### src/rtl/postcode_pkg.sv
// postcode_pkg: shared state encoding, error bit indices and byte width for the POST link
package postcode_pkg;
  typedef enum logic [2:0] {S_IDLE, S_ONE, S_ZERO, S_OPOLL, S_IPOLL, S_IBIT, S_IEND} state_t;
  localparam int ERR_OVERRUN = 0;
  localparam int ERR_FRAME = 1;
  localparam int ERR_ABORT = 2;
  localparam int POST_BYTE_BITS = 8;
endpackage

### src/rtl/postcode_fifo.sv
// postcode_fifo: first-word fall-through FIFO with level and full-with-pop pass-through
module postcode_fifo #(
  parameter int WIDTH = 8,
  parameter int DEPTH = 16
) (
  input  logic                   i_clk,
  input  logic                   i_rst_n,
  input  logic [WIDTH-1:0]       i_data,
  input  logic                   i_valid,
  output logic                   o_ready,
  output logic [WIDTH-1:0]       o_data,
  output logic                   o_valid,
  input  logic                   i_ready,
  output logic [$clog2(DEPTH):0] o_level
);
  localparam int AW = $clog2(DEPTH);
  localparam int LW = AW + 1;
  logic [WIDTH-1:0] r_mem [DEPTH];
  logic [AW-1:0] r_wr, r_rd;
  logic [LW-1:0] r_level;
  logic w_push, w_pop;
  assign w_pop = i_ready & o_valid;
  assign o_valid = r_level != '0;
  assign o_ready = (r_level != LW'(DEPTH)) | w_pop;
  assign w_push = i_valid & o_ready;
  assign o_data = r_mem[r_rd];
  assign o_level = r_level;
  // storage array, written on accepted push
  always_ff @(posedge i_clk)
    if (w_push) r_mem[r_wr] <= i_data;
  // pointers and occupancy
  always_ff @(posedge i_clk or negedge i_rst_n)
    if (!i_rst_n) begin
      r_wr <= '0;
      r_rd <= '0;
      r_level <= '0;
    end else begin
      r_wr <= r_wr + AW'(w_push);
      r_rd <= r_rd + AW'(w_pop);
      r_level <= r_level + LW'(w_push) - LW'(w_pop);
    end
endmodule

### src/rtl/postcode_link.sv
// postcode_link: RISC OS POST pulse-train decoder with buffered RX/TX byte streams
module postcode_link #(
  parameter int REFCLK_FREQ = 48000000,
  parameter int TIMER_MAX = 480,
  parameter int SYNC_STAGES = 3,
  parameter int RX_DEPTH = 16,
  parameter int TX_DEPTH = 16
) (
  input  logic                      i_refclk,
  input  logic                      i_rst_n,
  input  logic                      i_testreq,
  output logic                      o_testack,
  output logic [7:0]                o_rx_data,
  output logic                      o_rx_valid,
  input  logic                      i_rx_ready,
  input  logic [7:0]                i_tx_data,
  input  logic                      i_tx_valid,
  output logic                      o_tx_ready,
  output logic [$clog2(RX_DEPTH):0] o_rx_level,
  output logic [$clog2(TX_DEPTH):0] o_tx_level,
  output logic                      o_link_busy,
  output logic [2:0]                o_err_flags,
  input  logic                      i_err_clear
);
  import postcode_pkg::*;
  localparam int TW = $clog2(TIMER_MAX + 1);
  localparam int RXL = $clog2(RX_DEPTH) + 1;
  if (SYNC_STAGES < 2 || REFCLK_FREQ <= 0) begin : g_bad_param
    $error("postcode_link: SYNC_STAGES must be >=2 and REFCLK_FREQ positive");
  end
  logic [SYNC_STAGES-1:0] r_sync;
  logic r_req_q, r_ack;
  logic [TW-1:0] r_timer;
  state_t r_state;
  logic [6:0] r_rxshift, r_txshift;
  logic [3:0] r_rxbits;
  logic [2:0] r_bitidx, r_err;
  logic w_req_s, w_edge, w_gap, w_rx_push, w_rx_in_ready, w_tx_pop, w_tx_valid;
  logic w_overrun, w_frame, w_abort;
  logic [7:0] w_rx_byte, w_tx_data;
  assign w_req_s = r_sync[SYNC_STAGES-1];
  assign w_edge = w_req_s & ~r_req_q;
  assign w_gap = ~w_req_s & (r_timer == TW'(TIMER_MAX - 1));
  assign w_rx_byte = {r_rxshift, r_state == S_ONE};
  assign w_rx_push = w_gap & (r_state == S_ONE || r_state == S_ZERO) & (r_rxbits == 4'(POST_BYTE_BITS - 1));
  assign w_overrun = w_rx_push & ~w_rx_in_ready;
  assign w_frame = w_gap & (r_state == S_OPOLL) & (r_rxbits != '0);
  assign w_abort = w_gap & (r_state == S_IBIT) & (r_bitidx != '0);
  assign w_tx_pop = w_edge & (r_state == S_IPOLL) & r_ack;
  assign o_testack = i_testreq & r_ack & w_req_s;
  assign o_link_busy = r_state != S_IDLE;
  assign o_err_flags = r_err;
  // testreq synchroniser, edge history and inter-burst gap timer
  always_ff @(posedge i_refclk or negedge i_rst_n)
    if (!i_rst_n) begin
      r_sync <= '0;
      r_req_q <= 1'b0;
      r_timer <= TW'(TIMER_MAX);
    end else begin
      r_sync <= {r_sync[SYNC_STAGES-2:0], i_testreq};
      r_req_q <= w_req_s;
      r_timer <= w_req_s ? '0 : (r_timer == TW'(TIMER_MAX) ? r_timer : r_timer + 1'b1);
    end
  // pulse FSM: one step per rising edge, gap closes the burst and commits RX bits
  always_ff @(posedge i_refclk or negedge i_rst_n)
    if (!i_rst_n) begin
      r_state <= S_IDLE;
      r_ack <= 1'b0;
      r_rxshift <= '0;
      r_rxbits <= '0;
      r_txshift <= '0;
      r_bitidx <= '0;
    end else if (w_gap) begin
      r_state <= S_IDLE;
      if (r_state == S_ONE || r_state == S_ZERO) begin
        r_rxshift <= w_rx_byte[6:0];
        r_rxbits <= w_rx_push ? '0 : r_rxbits + 1'b1;
      end
      if (r_state == S_OPOLL) r_rxbits <= '0;
    end else if (w_edge) begin
      case (r_state)
        S_IDLE: begin r_state <= S_ONE; r_ack <= 1'b1; end
        S_ONE: begin r_state <= S_ZERO; r_ack <= 1'b1; end
        S_ZERO: begin r_state <= S_OPOLL; r_ack <= o_rx_level < RXL'(RX_DEPTH); end
        S_OPOLL: begin r_state <= S_IPOLL; r_ack <= w_tx_valid; end
        S_IPOLL:
          if (r_ack) begin
            r_txshift <= w_tx_data[6:0];
            r_ack <= w_tx_data[7];
            r_bitidx <= 3'(POST_BYTE_BITS - 2);
            r_state <= S_IBIT;
          end else r_ack <= w_tx_valid;
        S_IBIT: begin
          r_ack <= r_txshift[r_bitidx];
          r_bitidx <= r_bitidx - 1'b1;
          if (r_bitidx == '0) r_state <= S_IEND;
        end
        S_IEND: begin r_state <= S_IPOLL; r_ack <= w_tx_valid; end
        default: r_state <= S_IDLE;
      endcase
    end
  // sticky error flags; a new error in the clear cycle survives
  always_ff @(posedge i_refclk or negedge i_rst_n)
    if (!i_rst_n) r_err <= '0;
    else begin
      r_err <= (i_err_clear ? '0 : r_err) | {w_abort, w_frame, w_overrun};
    end
  postcode_fifo #(.WIDTH(8), .DEPTH(RX_DEPTH)) u_rx_fifo (
    .i_clk(i_refclk), .i_rst_n(i_rst_n),
    .i_data(w_rx_byte), .i_valid(w_rx_push), .o_ready(w_rx_in_ready),
    .o_data(o_rx_data), .o_valid(o_rx_valid), .i_ready(i_rx_ready),
    .o_level(o_rx_level)
  );
  postcode_fifo #(.WIDTH(8), .DEPTH(TX_DEPTH)) u_tx_fifo (
    .i_clk(i_refclk), .i_rst_n(i_rst_n),
    .i_data(i_tx_data), .i_valid(i_tx_valid), .o_ready(o_tx_ready),
    .o_data(w_tx_data), .o_valid(w_tx_valid), .i_ready(w_tx_pop),
    .o_level(o_tx_level)
  );
endmodule
### config.mk
export PLATFORM = sky130hd
export DESIGN_NAME = postcode_link
export DESIGN_NICKNAME = d
export VERILOG_FILES = /design/src/rtl/postcode_pkg.sv /design/src/rtl/postcode_fifo.sv /design/src/rtl/postcode_link.sv
export SDC_FILE = /design/constraint.sdc
export NUM_CORES = 1
export LEC_CHECK = 0
export CAP_MARGIN = 20
export CORE_MARGIN = 3
export CORE_UTILIZATION = 61
export DETAILED_ROUTE_END_ITERATION = 10
export GPL_TIMING_DRIVEN = 0
export PLACE_DENSITY = 0.86
export SETUP_SLACK_MARGIN = 0.5
export SYNTH_ARGS = -nofsm -noshare
export SYNTH_HDL_FRONTEND = slang
export SYNTH_SLANG_ARGS = --single-unit
### constraint.sdc
create_clock -name i_refclk -period 4 [get_ports i_refclk]
set_clock_uncertainty 0.15 [all_clocks]
set_input_delay 0.6 -clock i_refclk [delete_from_list [all_inputs] [get_ports i_refclk]]
set_output_delay 0.6 -clock i_refclk [all_outputs]
set_load 0.05 [all_outputs]
# Yosys cells after proc, flatten, opt, wreduce, memory -nomap -nowiden
# Memories as Yosys holds them, arrays and structs flattened.
# Cells that the tools add are included.
# word_totals
regBits	67
latch_bits	0
ram_bits	256
rom_bits	0
out_inout_bits	25
wordCells	111
mem_count	2
# op_classes
add_sub_neg	11
n_mul	0
div_mod_pow	0
magnitude_cmp	2
eq_ne	15
shift	0
n_mux	21
bitwise_logic	24
reduce_logical	20
# mem_list
name	words	width	read_ports	rd_clocked_by_memory_dff	wr	line_no	source
u_rx_fifo.r_mem	16	8	1	0	1	postcode_fifo.sv:18	logic [WIDTH-1:0] r_mem [DEPTH];
u_tx_fifo.r_mem	16	8	1	0	1	postcode_fifo.sv:18	
# ops
operator	n
9-bit equality test (second input constant)	2
3-bit 2-to-1 mux	6
9-bit 2-to-1 mux	2
3-bit one-hot mux with 6 select lines	1
1-bit AND	17
4-bit by 1-bit adder with 4-bit output	4
5-bit nonzero test	3
4-bit 2-to-1 mux	3
5-bit by 1-bit adder with 5-bit output	2
5-bit != test (second input constant)	2
5-bit by 1-bit subtractor with 5-bit output	2
9-bit by 1-bit adder with 9-bit output (second input constant)	1
3-bit equality test (second input constant)	3
4-bit AND reduction	2
3-bit by 2-bit equality test with 1-bit output (second input constant)	2
3-bit zero test	2
1-bit 2-to-1 mux	6
3-bit one-hot mux with 2 select lines	1
3-bit AND reduction	2
2-bit nonzero test	3
3-bit nonzero test	2
5-bit less-than comparator (second input constant)	1
1-bit one-hot mux with 5 select lines	1
4-bit by 1-bit adder with 4-bit output (second input constant)	1
other kinds (15)	22

# Logic depth before layout (Yosys ltp)
# Gate-level depths: netlist (run 1).
# logic_depth
depth_word	9
depth_mapped	14
depth_no_buf	13

# Hierarchy
# A second synthesis (run 1) with hierarchy kept.
# unflattened
cells_unflattened	815
hier_area_um2	13530.5
# by_module_without_submodules
module	n_inst	cells_each	area_per_inst_um2
postcode_fifo	2	309	5709.2
postcode_link	1	197	2112.0

# Worst setup path after synthesis (run 1)
# OpenSTA, ideal clock, no wires.
# synth_timing
path_type	reg2reg
start	register u_rx_fifo.r_level[3], in the netlist u_rx_fifo.o_level[3]
end	register u_rx_fifo.r_level[4], in the netlist u_rx_fifo.o_level[4]
setup_ns	0.123
arrival_ns	3.121
required_ns	3.727
setup_slack_ns	0.605
path_stages_with_launch	14
n_path_buf	0
synth_period_minus_slack_ns	3.395
cell_sequence	dfrtp_1 inv_1 ha_1 or3b_1 nand2b_1 and2_1 ha_1 inv_1 ha_1 fa_1 a21oi_1 nor2_1 nor2_1 xnor2_1
# synth_between
elab_chain_len	6
word_cells_on_any_way	7
classes_between	add/sub: 2; eq/ne: 1; bitwise: 3; reduce/logical: 1
# synth_lines
item	line_no	source
from (decl)	postcode_fifo.sv:20	logic [LW-1:0] r_level;
from (signal assigned)	postcode_fifo.sv:40	r_level <= r_level + LW'(w_push) - LW'(w_pop);
5-bit nonzero test (*)	postcode_fifo.sv:23	assign o_valid = r_level != '0;
named net o_rx_valid	postcode_link.sv:14	output logic o_rx_valid,
1-bit AND (*)	postcode_fifo.sv:22	assign w_pop = i_ready & o_valid;
1-bit bitwise OR	postcode_fifo.sv:24	assign o_ready = (r_level != LW'(DEPTH)) | w_pop;
1-bit AND	postcode_fifo.sv:25	assign w_push = i_valid & o_ready;
5-bit by 1-bit adder with 5-bit output	postcode_fifo.sv:40	
5-bit by 1-bit subtractor with 5-bit output (*)	postcode_fifo.sv:40	
# The timed path passes the listed nets; every way through them passes the cells marked *.
# A chain may end at the register's enable or synchronous reset.

# Final worst setup path (run 1)
# layout_timing
start	register u_rx_fifo.r_rd[0]
end	output o_rx_data[0]
# layout_between
elab_chain_len	1
# layout_lines
item	line_no	source
from (decl)	postcode_fifo.sv:19	logic [AW-1:0] r_wr, r_rd;
from (signal assigned)	postcode_fifo.sv:39	r_rd <= r_rd + AW'(w_pop);
memory 16 x 8 bit	n/a	
to (decl)	postcode_link.sv:13	output logic [7:0] o_rx_data,
# No other way between the ends.

==> flow_summary.ini, run 1 <==
[outcome]
outcome = completed

[timing]
fin_hold_ws_ps = 16.2
min_period_ps = 3430
relSlewSlack_pct = 30.4
slew_viol_final = 0
tightest_slew_ps = 1040
fmax_mhz = 291
grt_setup_unrepaired = yes
min_period_over_period_pct = 85.8
finalSetupViolations = 0
hold_viol_final = 0

[global_route]
grt_pass1_vias = 7556
grtUsageTotal_pct = 23.4
grt_pass1_wl_um = 42900
overflow = 0
grt_start_max_net_pins = 68
antenna_found_initial = 0

[clock_network]
clock-sinks = 323
insertion_delay_ps = 550
ctsHtreeMaxLevel = 1
cts_root_buffer = clkbuf_16
cts_buffers = 31
clk_path_buf_depth = 3
cts_tree = done
clkTransAtPathRegs_ps = 60
post-cts-setup-buffer-count = 0

[worst_setup_path]
r2r_cells = 14
arrival_ps = 2680
cp-start-kind = register
end_kind = output pin
cp_max_fo = 10
crit_required_ps = 3250
crit_type = register to output pin

[detailed_routing]
drc = 0
dr_total_vias = 7461
antenna_left = 0
viasPerCell = 6.38
wl_per_cell_um = 24.0
wl_um = 28000
drt_iter0_drc = 770
dr.pass1.iters = 5

[floorplanning]
core_um2 = 21300
fp.dieW_um = 154
dieArea_um2 = 23800
fp.dieH_um = 154
start_util_pct = 62.9
std_cell_rows = 53
io_pins = 39

[final_layout]
synthToLayoutAreaGrowth_pct = 14.7
diodes = 0
post-route-util_pct = 72.2
layout-drive-gt1-share_pct = 18.2
design_area_um2 = 15400
final_nets = 912

[synth]
syn_nets = 832
synth_ff_type = edfxtp_1
ys_ff_latch = 323
synth_edf_count = 256
yosys_warnings = 0
async_flop_share_pct = 20.7
synth-simple-area-share_pct = 6.48
netlist_instances = 790
synth_fa_ha_area_share_pct = 2.88
synthMuxAreaShare_pct = 12.2
synth_top_family_by_area = multiplexers
synth-compound-area-share_pct = 4.58
syn_area_um2 = 13400
avgSynthCellArea_um2 = 17.0
synth_xor_area_share_pct = 1.70
netlist-cell-type-count = 67
yosysSeqAreaShare_pct = 69.9

[placement]
place_hpwl_um = 17600
gp_congestion = 0.854
io_buffers = 38
dpl_cell_area_um2 = 14200

[power]
finalPower_mw = 10.1
power.density_nw_per_um2 = 655
p_leak_nw = 5.74
peakVddDrop_mv = 0.389

[hold_path]
worstHoldPathType = input pin to async pin

[flow_run]
cap_violations = 0
## cell usage after synthesis, drive strengths merged, types with 11 or more instances
cell    number  area share [%]
dfrtp       63              12
mux4        47             8.3
mux2        13             1.1
xor2        16             1.0
o21ai       17            0.64
a221oi      16             1.0
a21oi       11            0.41
nor2        41             1.1
ha          26             2.4
buf         20            0.91
edfxtp     256              57
nand2       29            0.83
inv         30            0.84
nand3       22            0.82
mux2i       38             2.8
clkbuf      17            0.48
## per-layer routing
metal	track usage, %	vias up	part of all wire, %
li1	-	3266	-
met1	31.0	3755	38
met2	40.2	356	51
met3	2.94	84	7.0
met4	9.08	0	4.1
met5	0	-	0
## worst max-delay path, stage by stage (launching register included)
cell	delay (ps)
dfrtp_1	360
clkbuf_1	200
buf_6	220
buf_4	270
mux2i_1	150
a221oi_2	380
o21ai_0	180
nand2_1	100
buf_2	260
## kinds of logic (layout without fill, tap and decap cells)
family	count (synthesis)	after routing
muxes	98	98
buffers and inverters	67	171
and+or+nand+nor	161	161
xor gates and xnor gates	26	26
AOI/OAI and AO/OA	85	85
adders and majority gates	30	30
DFF	323	323
## cell usage in the layout, fill, tap and decap left out, types with 22 or more instances in the layout
cell type / n
dfrtp_1: 63
clkdlybuf4s50_1: 28
mux4_2: 34
edfxtp_1: 256
inv_1: 29
clkbuf_16: 31
ha_1: 26
nand3_1: 22
nor2_1: 40
mux2i_1: 33
nand2_1: 28
## final timing paths
path / start / slack (ps) / to
min in group i_refclk: r_sync[1] / 200 / r_sync[2]
max reg2reg: r_state[0] / 720 / u_tx_fifo.o_level[4]
max: u_rx_fifo.r_rd[0] / 570 / o_rx_data[0]
min: i_rst_n / 20 / u_tx_fifo.r_wr[0]
max in group asynchronous: i_rst_n / 3110 / u_tx_fifo.r_rd[1]
min reg2reg: r_sync[1] / 200 / r_sync[2]
## power by group
| group | leakage, nW | internal, mW | total, mW | switching (mW) |
|---|---|---|---|---|
| Combinational | 1.81 | 1.14 | 3.02 | 1.88 |
| Sequential | 3.45 | 3.96 | 4.16 | 0.203 |
| Clock | 0.478 | 1.68 | 2.88 | 1.20 |
## stage by stage
stage | std cells | setup slack [ps] | TNS [ps]
5_1_grt | 1169 | 450 | 0
3_3_place_gp | 1103 | -158 | -9570
6_report | 1169 | 567 | 0
2_1_floorplan | 790 | 605 | 0
4_1_cts | 1169 | 496 | 0
3_5_place_dp | 1112 | 392 | 0
## sequential cells by signal, summed over array words and instances, names as in the netlist, 4 cells and up
| name | flops |
|---|---|
| u_rx_fifo.r_mem | 128 |
| u_tx_fifo.r_mem | 128 |
| r_timer | 9 |
| r_rxshift | 7 |
| r_txshift | 7 |
| u_rx_fifo.o_level | 5 |
| u_tx_fifo.o_level | 5 |
| r_rxbits | 4 |
| u_rx_fifo.r_rd | 4 |
| u_rx_fifo.r_wr | 4 |
| u_tx_fifo.r_rd | 4 |
| u_tx_fifo.r_wr | 4 |
## repair_timing
action / CTS / global route
hold buffers: 0 / 0
resized for setup: 53 / 33
pin swaps: 0 / 1
endpoints found under the setup margin: 9 / 9
## area by class of cell
class | instances | area (um2)
timing repair buffer | 47 | 399
clock inverter | 17 | 191
fill | 1215 | 5920
clock buffer | 40 | 810
multi-input combinational | 400 | 3930
sequential | 323 | 9370
inverter | 30 | 113
tap | 275 | 344
buffer | 37 | 215
Power figures use the tool's default switching activity.
==> inputs of run 2 (changes only) <==
--- a/config.mk
+++ b/config.mk
@@ -7,10 +7,10 @@
 export LEC_CHECK = 0
 export CAP_MARGIN = 20
 export CORE_MARGIN = 3
-export CORE_UTILIZATION = 61
+export CORE_UTILIZATION = 50
 export DETAILED_ROUTE_END_ITERATION = 10
 export GPL_TIMING_DRIVEN = 0
-export PLACE_DENSITY = 0.86
+export PLACE_DENSITY = 0.74
 export SETUP_SLACK_MARGIN = 0.5
 export SYNTH_ARGS = -nofsm -noshare
 export SYNTH_HDL_FRONTEND = slang
==> run 2 against run 1 <==
Compared with the run above:
- clock power rose by 17%
- register-to-register slack hardly changed
- first-iteration DRC count down 24%
- flip-flop and latch count is the same
- non-clock buffer count up 2
- worst setup slack better by 59 ps
- sequential power is essentially flat
- final cell count increased by 5.7%
- sequential share of layout area shrank 0.82 points
- combinational power is 5% lower
- highest routed layer unchanged
==> flow_summary.ini, run 2 (same netlist as run 1, synthesis figures left out) <==
[floorplanning]
core_um2 = 26200
io_pins = 39
dieArea_um2 = 28800
start_util_pct = 51.1
fp.dieH_um = 170
std_cell_rows = 59
fp.dieW_um = 170

[worst_setup_path]
end_kind = output pin
timing.critical_path.mode_cell = buf_6
cp-start-kind = register
crit_required_ps = 3250
cp_max_fo = 10
r2r_end = u_tx_fifo.o_level[4]
crit_type = register to output pin
slowest_delay_ps = 490
arrival_ps = 2620
crit_slowest_cell = a221oi_1
path_cells = clkbuf_1 -> buf_6 -> buf_6 -> mux2i_1 -> a221oi_1 -> o21ai_0 -> nand2_1 -> buf_2
regToRegSetupSlack_ps = 710
r2r_cells = 14
worstReg2RegStart = r_state[0]

[flow_run]
cap_violations = 0

[final_layout]
seq_area_um2 = 9370
final_cell_mix = edfxtp_1 (256), dfrtp_1 (63), nor2_1 (40)
fill_cells = 1911
multi_input_area_um2 = 3840
layout-drive-gt1-share_pct = 18.4
layout_commonest_cell = edfxtp_1
final_nets = 918
reg.largest.list = u_rx_fifo.r_mem: 128 flops, u_tx_fifo.r_mem: 128 flops, r_timer: 9 flops
diodes = 0
synthToLayoutAreaGrowth_pct = 16.3

[timing]
fin_hold_ws_ps = 59.3
setup_slack_ps = 626
final.setup.tns_ps = 0
grt_setup_unrepaired = yes
finalSetupViolations = 0
tightest_slew_ps = 972
slew_viol_final = 0
relSlewSlack_pct = 34.9
fmax_mhz = 296
min_period_ps = 3370
min_period_over_period_pct = 84.4
hold_viol_final = 0

[placement]
io_buffers = 38
place_hpwl_um = 17000
pre_cts_slack_ps = 440
gp_congestion = 0.779

[clock_network]
cts_hold_buf = 0
cts_tree = done
post-cts-setup-buffer-count = 0
insertion_delay_ps = 500
ctsHtreeMaxLevel = 2
clock-sinks = 323
clkTransAtPathRegs_ps = 60
cts_buffers = 35
cts_root_buffer = clkbuf_16
clk_path_buf_depth = 3

[detailed_routing]
antenna_left = 0
viasPerCell = 5.86
drt_iter0_drc = 588
dr.pass1.iters = 5
dr_total_vias = 7248
wl_per_cell_um = 21.2
drc = 0
wl_um = 26200

[power]
power.density_nw_per_um2 = 667
finalPower_mw = 10.4
p_leak_nw = 5.85
peakVddDrop_mv = 0.391

[global_route]
grt_pass1_wl_um = 41900
grt_pass1_vias = 7399
grtUsageTotal_pct = 18.8
overflow = 0
grt_start_max_net_pins = 68
antenna_found_initial = 0

[hold_path]
worstHoldPathType = input pin to async pin

[outcome]
outcome = completed
-- run 2: cell count changes in the layout (fill, tap and decap cells not counted), moves of 2 or more --
cell       before  now
a221oi_1        1    4
a221oi_2       10   12
a221oi_4        5    0
buf_4           9   11
bufinv_16       4    6
clkbuf_1       20   17
clkbuf_16      31   37
clkinv_2        6    4
clkinv_4        0    5
mux2i_1        33   38
mux2i_2         5    0
-- run 2: per-stage QoR --
step                instances  util, %  area [um2]
floorplan                 790        -       13400
global placement         1163     54.2       14200
detailed placement       1173     54.5       14300
CTS                      1235     59.3       15500
global route             1236     59.5       15600
finish                   1236     59.5       15600
-- run 2: power by group --
part	internal, mW	leakage [nW]	switching (mW)
Combinational	1.09	1.81	1.77
Sequential	3.96	3.45	0.194
Clock	2.08	0.586	1.29
-- run 2: metal layers --
layer / routed length [um] / vias to the layer above / global-route usage (%) / share of wire, %
li1: - / 3281 / - / -
met1: 11300 / 3722 / 25.2 / 43
met2: 13000 / 195 / 31.6 / 50
met4: 674 / 0 / 6.22 / 2.6
met3: 1230 / 50 / 3.26 / 4.7
met5: 0 / - / 0 / 0
-- run 2: layout make-up --
type	instances	area share, %
Clock inverter	20	1.76
Sequential cell	323	60.1
Timing Repair Buffer	49	2.70
Clock buffer	42	6.06
Multi-Input combinational cell	400	24.6
Inverter	30	0.723
Buffer	37	1.32
Tap cell	335	2.69
-- run 2: worst max path at each step --
| stage | slack [ps] | end | startpoint | depth (start not counted) |
|---|---|---|---|---|
| after floorplan | 610 | u_rx_fifo.o_level[4] | u_rx_fifo.o_level[3] | 13 |
| after global placement | -200 | u_rx_fifo.r_rd[2] | i_rst_n | 1 |
| after detailed placement | 440 | o_rx_data[4] | u_rx_fifo.r_rd[0] | 8 |
| after CTS | 490 | o_rx_data[3] | u_rx_fifo.r_rd[2] | 8 |
| after global routing | 510 | o_rx_data[5] | u_rx_fifo.r_rd[2] | 8 |
| final | 630 | o_rx_data[7] | u_rx_fifo.r_rd[0] | 8 |
-- run 2: critical path: cells and delay by family (launching register included) --
family                 cells  cell delay [ps]
buffers and inverters      4              870
flip-flops                 1              360
AO/OA/AOI/OAI              2              670
AND/OR/NAND/NOR            1              120
multiplexers               1              100
-- run 2: timing repair --
| action | in CTS | in global routing |
|---|---|---|
| pin swaps | 0 | 1 |
| gates resized for setup | 40 | 26 |
| endpoints found under the setup margin | 9 | 9 |
==> inputs of run 3 (changes only) <==
==> constraint.sdc (replaced) <==
create_clock -name i_refclk -period 3.2 [get_ports i_refclk]
set_clock_uncertainty 0.15 [all_clocks]
set_input_delay 0.48 -clock i_refclk [delete_from_list [all_inputs] [get_ports i_refclk]]
set_output_delay 0.48 -clock i_refclk [all_outputs]
set_load 0.05 [all_outputs]
==> run 3 against run 2 <==
Compared with the run above:
- clock-buffer cell count grew 5
- final cell count grew 4.0%
- cell area grew 6.9%
- worst setup slack lost 390 ps
- die area did not move
- via count up 4.7%
- largest cell class unchanged
==> flow_summary.ini, run 3 (same netlist as run 1, synthesis figures left out) <==
[outcome]
outcome = completed

[clock_network]
ctsHtreeMaxLevel = 2
clock-sinks = 323
cts_buffers = 35
insertion_delay_ps = 510
cts_root_buffer = clkbuf_16
clkTransAtPathRegs_ps = 60
cts_tree = done
clk_path_buf_depth = 3

[worst_setup_path]
crit_required_ps = 2570
arrival_ps = 2340
cp-start-kind = register
worstReg2RegStart = u_rx_fifo.o_level[2]
r2r_end = u_rx_fifo.o_level[4]
end_kind = output pin
cp_max_fo = 8
crit_type = register to output pin
r2r_cells = 13
regToRegSetupSlack_ps = 440

[global_route]
grt_pass1_vias = 7882
grt_start_max_net_pins = 68
grtUsageTotal_pct = 20.1
antenna_found_initial = 0
grt_pass1_wl_um = 44200
overflow = 0

[placement]
io_buffers = 38
pre_cts_slack_ps = -264
gp_congestion = 0.820
dp.cells = 1166
dpl_cell_area_um2 = 14300
place_hpwl_um = 17500

[power]
clkPwrFrac_pct = 30.2
peakVddDrop_mv = 0.520
p_leak_nw = 6.21
power.density_nw_per_um2 = 833
p_int_mw = 9.46
combPwrFrac_pct = 32.2
finalPower_mw = 13.9
seqPwrFrac_pct = 37.6
power_switching_share_pct = 31.8
switchingPower_mw = 4.40

[floorplanning]
fp.dieH_um = 170
start_util_pct = 51.1
core_um2 = 26200
dieArea_um2 = 28800
std_cell_rows = 59
io_pins = 39
fp.dieW_um = 170

[final_layout]
multi_input_area_um2 = 4290
synthToLayoutAreaGrowth_pct = 24.3
seq_area_um2 = 9370
fill_cells = 1781
fin_cells = 1285
diodes = 0
layout_commonest_cell = edfxtp_1
final_nets = 966
post-route-util_pct = 63.5
design_area_um2 = 16600
reg.largest.list = u_rx_fifo.r_mem: 128 flops, u_tx_fifo.r_mem: 128 flops, r_timer: 9 flops
layout-drive-gt1-share_pct = 29.8
final_cell_mix = edfxtp_1 (256), dfrtp_1 (59), buf_4 (53)

[timing]
fin_hold_ws_ps = 201
slew_viol_final = 0
tightest_slew_ps = 855
fmax_mhz = 337
finalSetupViolations = 0
hold_viol_final = 0
final.setup.tns_ps = 0
min_period_ps = 2970
relSlewSlack_pct = 43.0
grt_setup_unrepaired = yes
min_period_over_period_pct = 92.7
setup_slack_ps = 232

[hold_path]
min_from = r_sync[0]
hold_depth = 0
min_to = r_sync[1]
worstHoldPathType = register to register

[detailed_routing]
dr_total_vias = 7587
antenna_left = 0
wl_um = 29000
wl_per_cell_um = 22.6
drt_iter0_drc = 641
dr.pass1.iters = 5
drc = 0
viasPerCell = 5.90

[flow_run]
cap_violations = 0
run 3: changes by cell type in the layout (fill, tap and decap cells not counted), moves of 7 or more:
cell,before,now
buf_2,18,7
buf_12,0,9
nor3_1,9,2
nor2_1,40,22
nor2_2,1,9
buf_4,11,53
inv_1,29,22
buf_6,3,14
nor2_4,0,10
run 3: what timing repair did:
action                                  4_1_cts  5_1_grt
endpoints found under the setup margin      212      184
buffers inserted                             34       21
hold buffers                                  1        0
gates cloned                                  0        0
pin swaps                                    29       26
hold endpoints to repair                     63        0
gates resized for setup                     180       25
run 3: cell type report:
type	count	share of cell area, %
Tap cell	335	2.52
Buffer	37	1.97
Clock inverter	16	1.24
Timing Repair Buffer	97	5.53
Multi-Input combinational cell	400	25.8
Clock buffer	47	5.97
Sequential cell	323	56.3
Inverter	30	0.691
run 3: how the worst max path moves through the flow:
stage                              start                    to
finish                 u_rx_fifo.r_rd[0]          o_rx_data[5]
global route           u_rx_fifo.r_rd[0]          o_rx_data[3]
CTS                    u_rx_fifo.r_rd[0]          o_rx_data[0]
detailed placement     u_rx_fifo.r_rd[2]          o_rx_data[7]
global placement                 i_rst_n  u_rx_fifo.o_level[2]
floorplan           u_rx_fifo.o_level[2]  u_rx_fifo.o_level[4]
run 3: critical path, stage by stage (launching register included):
cell and delay, ps:
dfrtp_1 400, clkbuf_8 160, buf_8 130, buf_12 150, buf_12 130, mux2i_1 130
a221oi_2 350, a22oi_2 100, nand2_1 110, buf_6 160
run 3: power groups by stage:
stage | registers (mW) | clock network, mW | logic, mW
after floorplan | 5.44 | 0 | 2.39
after global placement | 5.26 | 0 | 3.55
after detailed placement | 5.29 | 0 | 3.63
after CTS | 5.20 | 4.23 | 4.33
after global routing | 5.25 | 4.40 | 4.78
final | 5.21 | 4.19 | 4.47
run 3: routing by layer:
layer  vias to the layer above  GRT usage (%)  share of wire, %
met5                         -              0                 0
met2                       215           35.3                52
met3                        61           3.40               4.2
met1                      3926           25.5                41
li1                       3385              -                 -
met4                         0           7.11               2.8
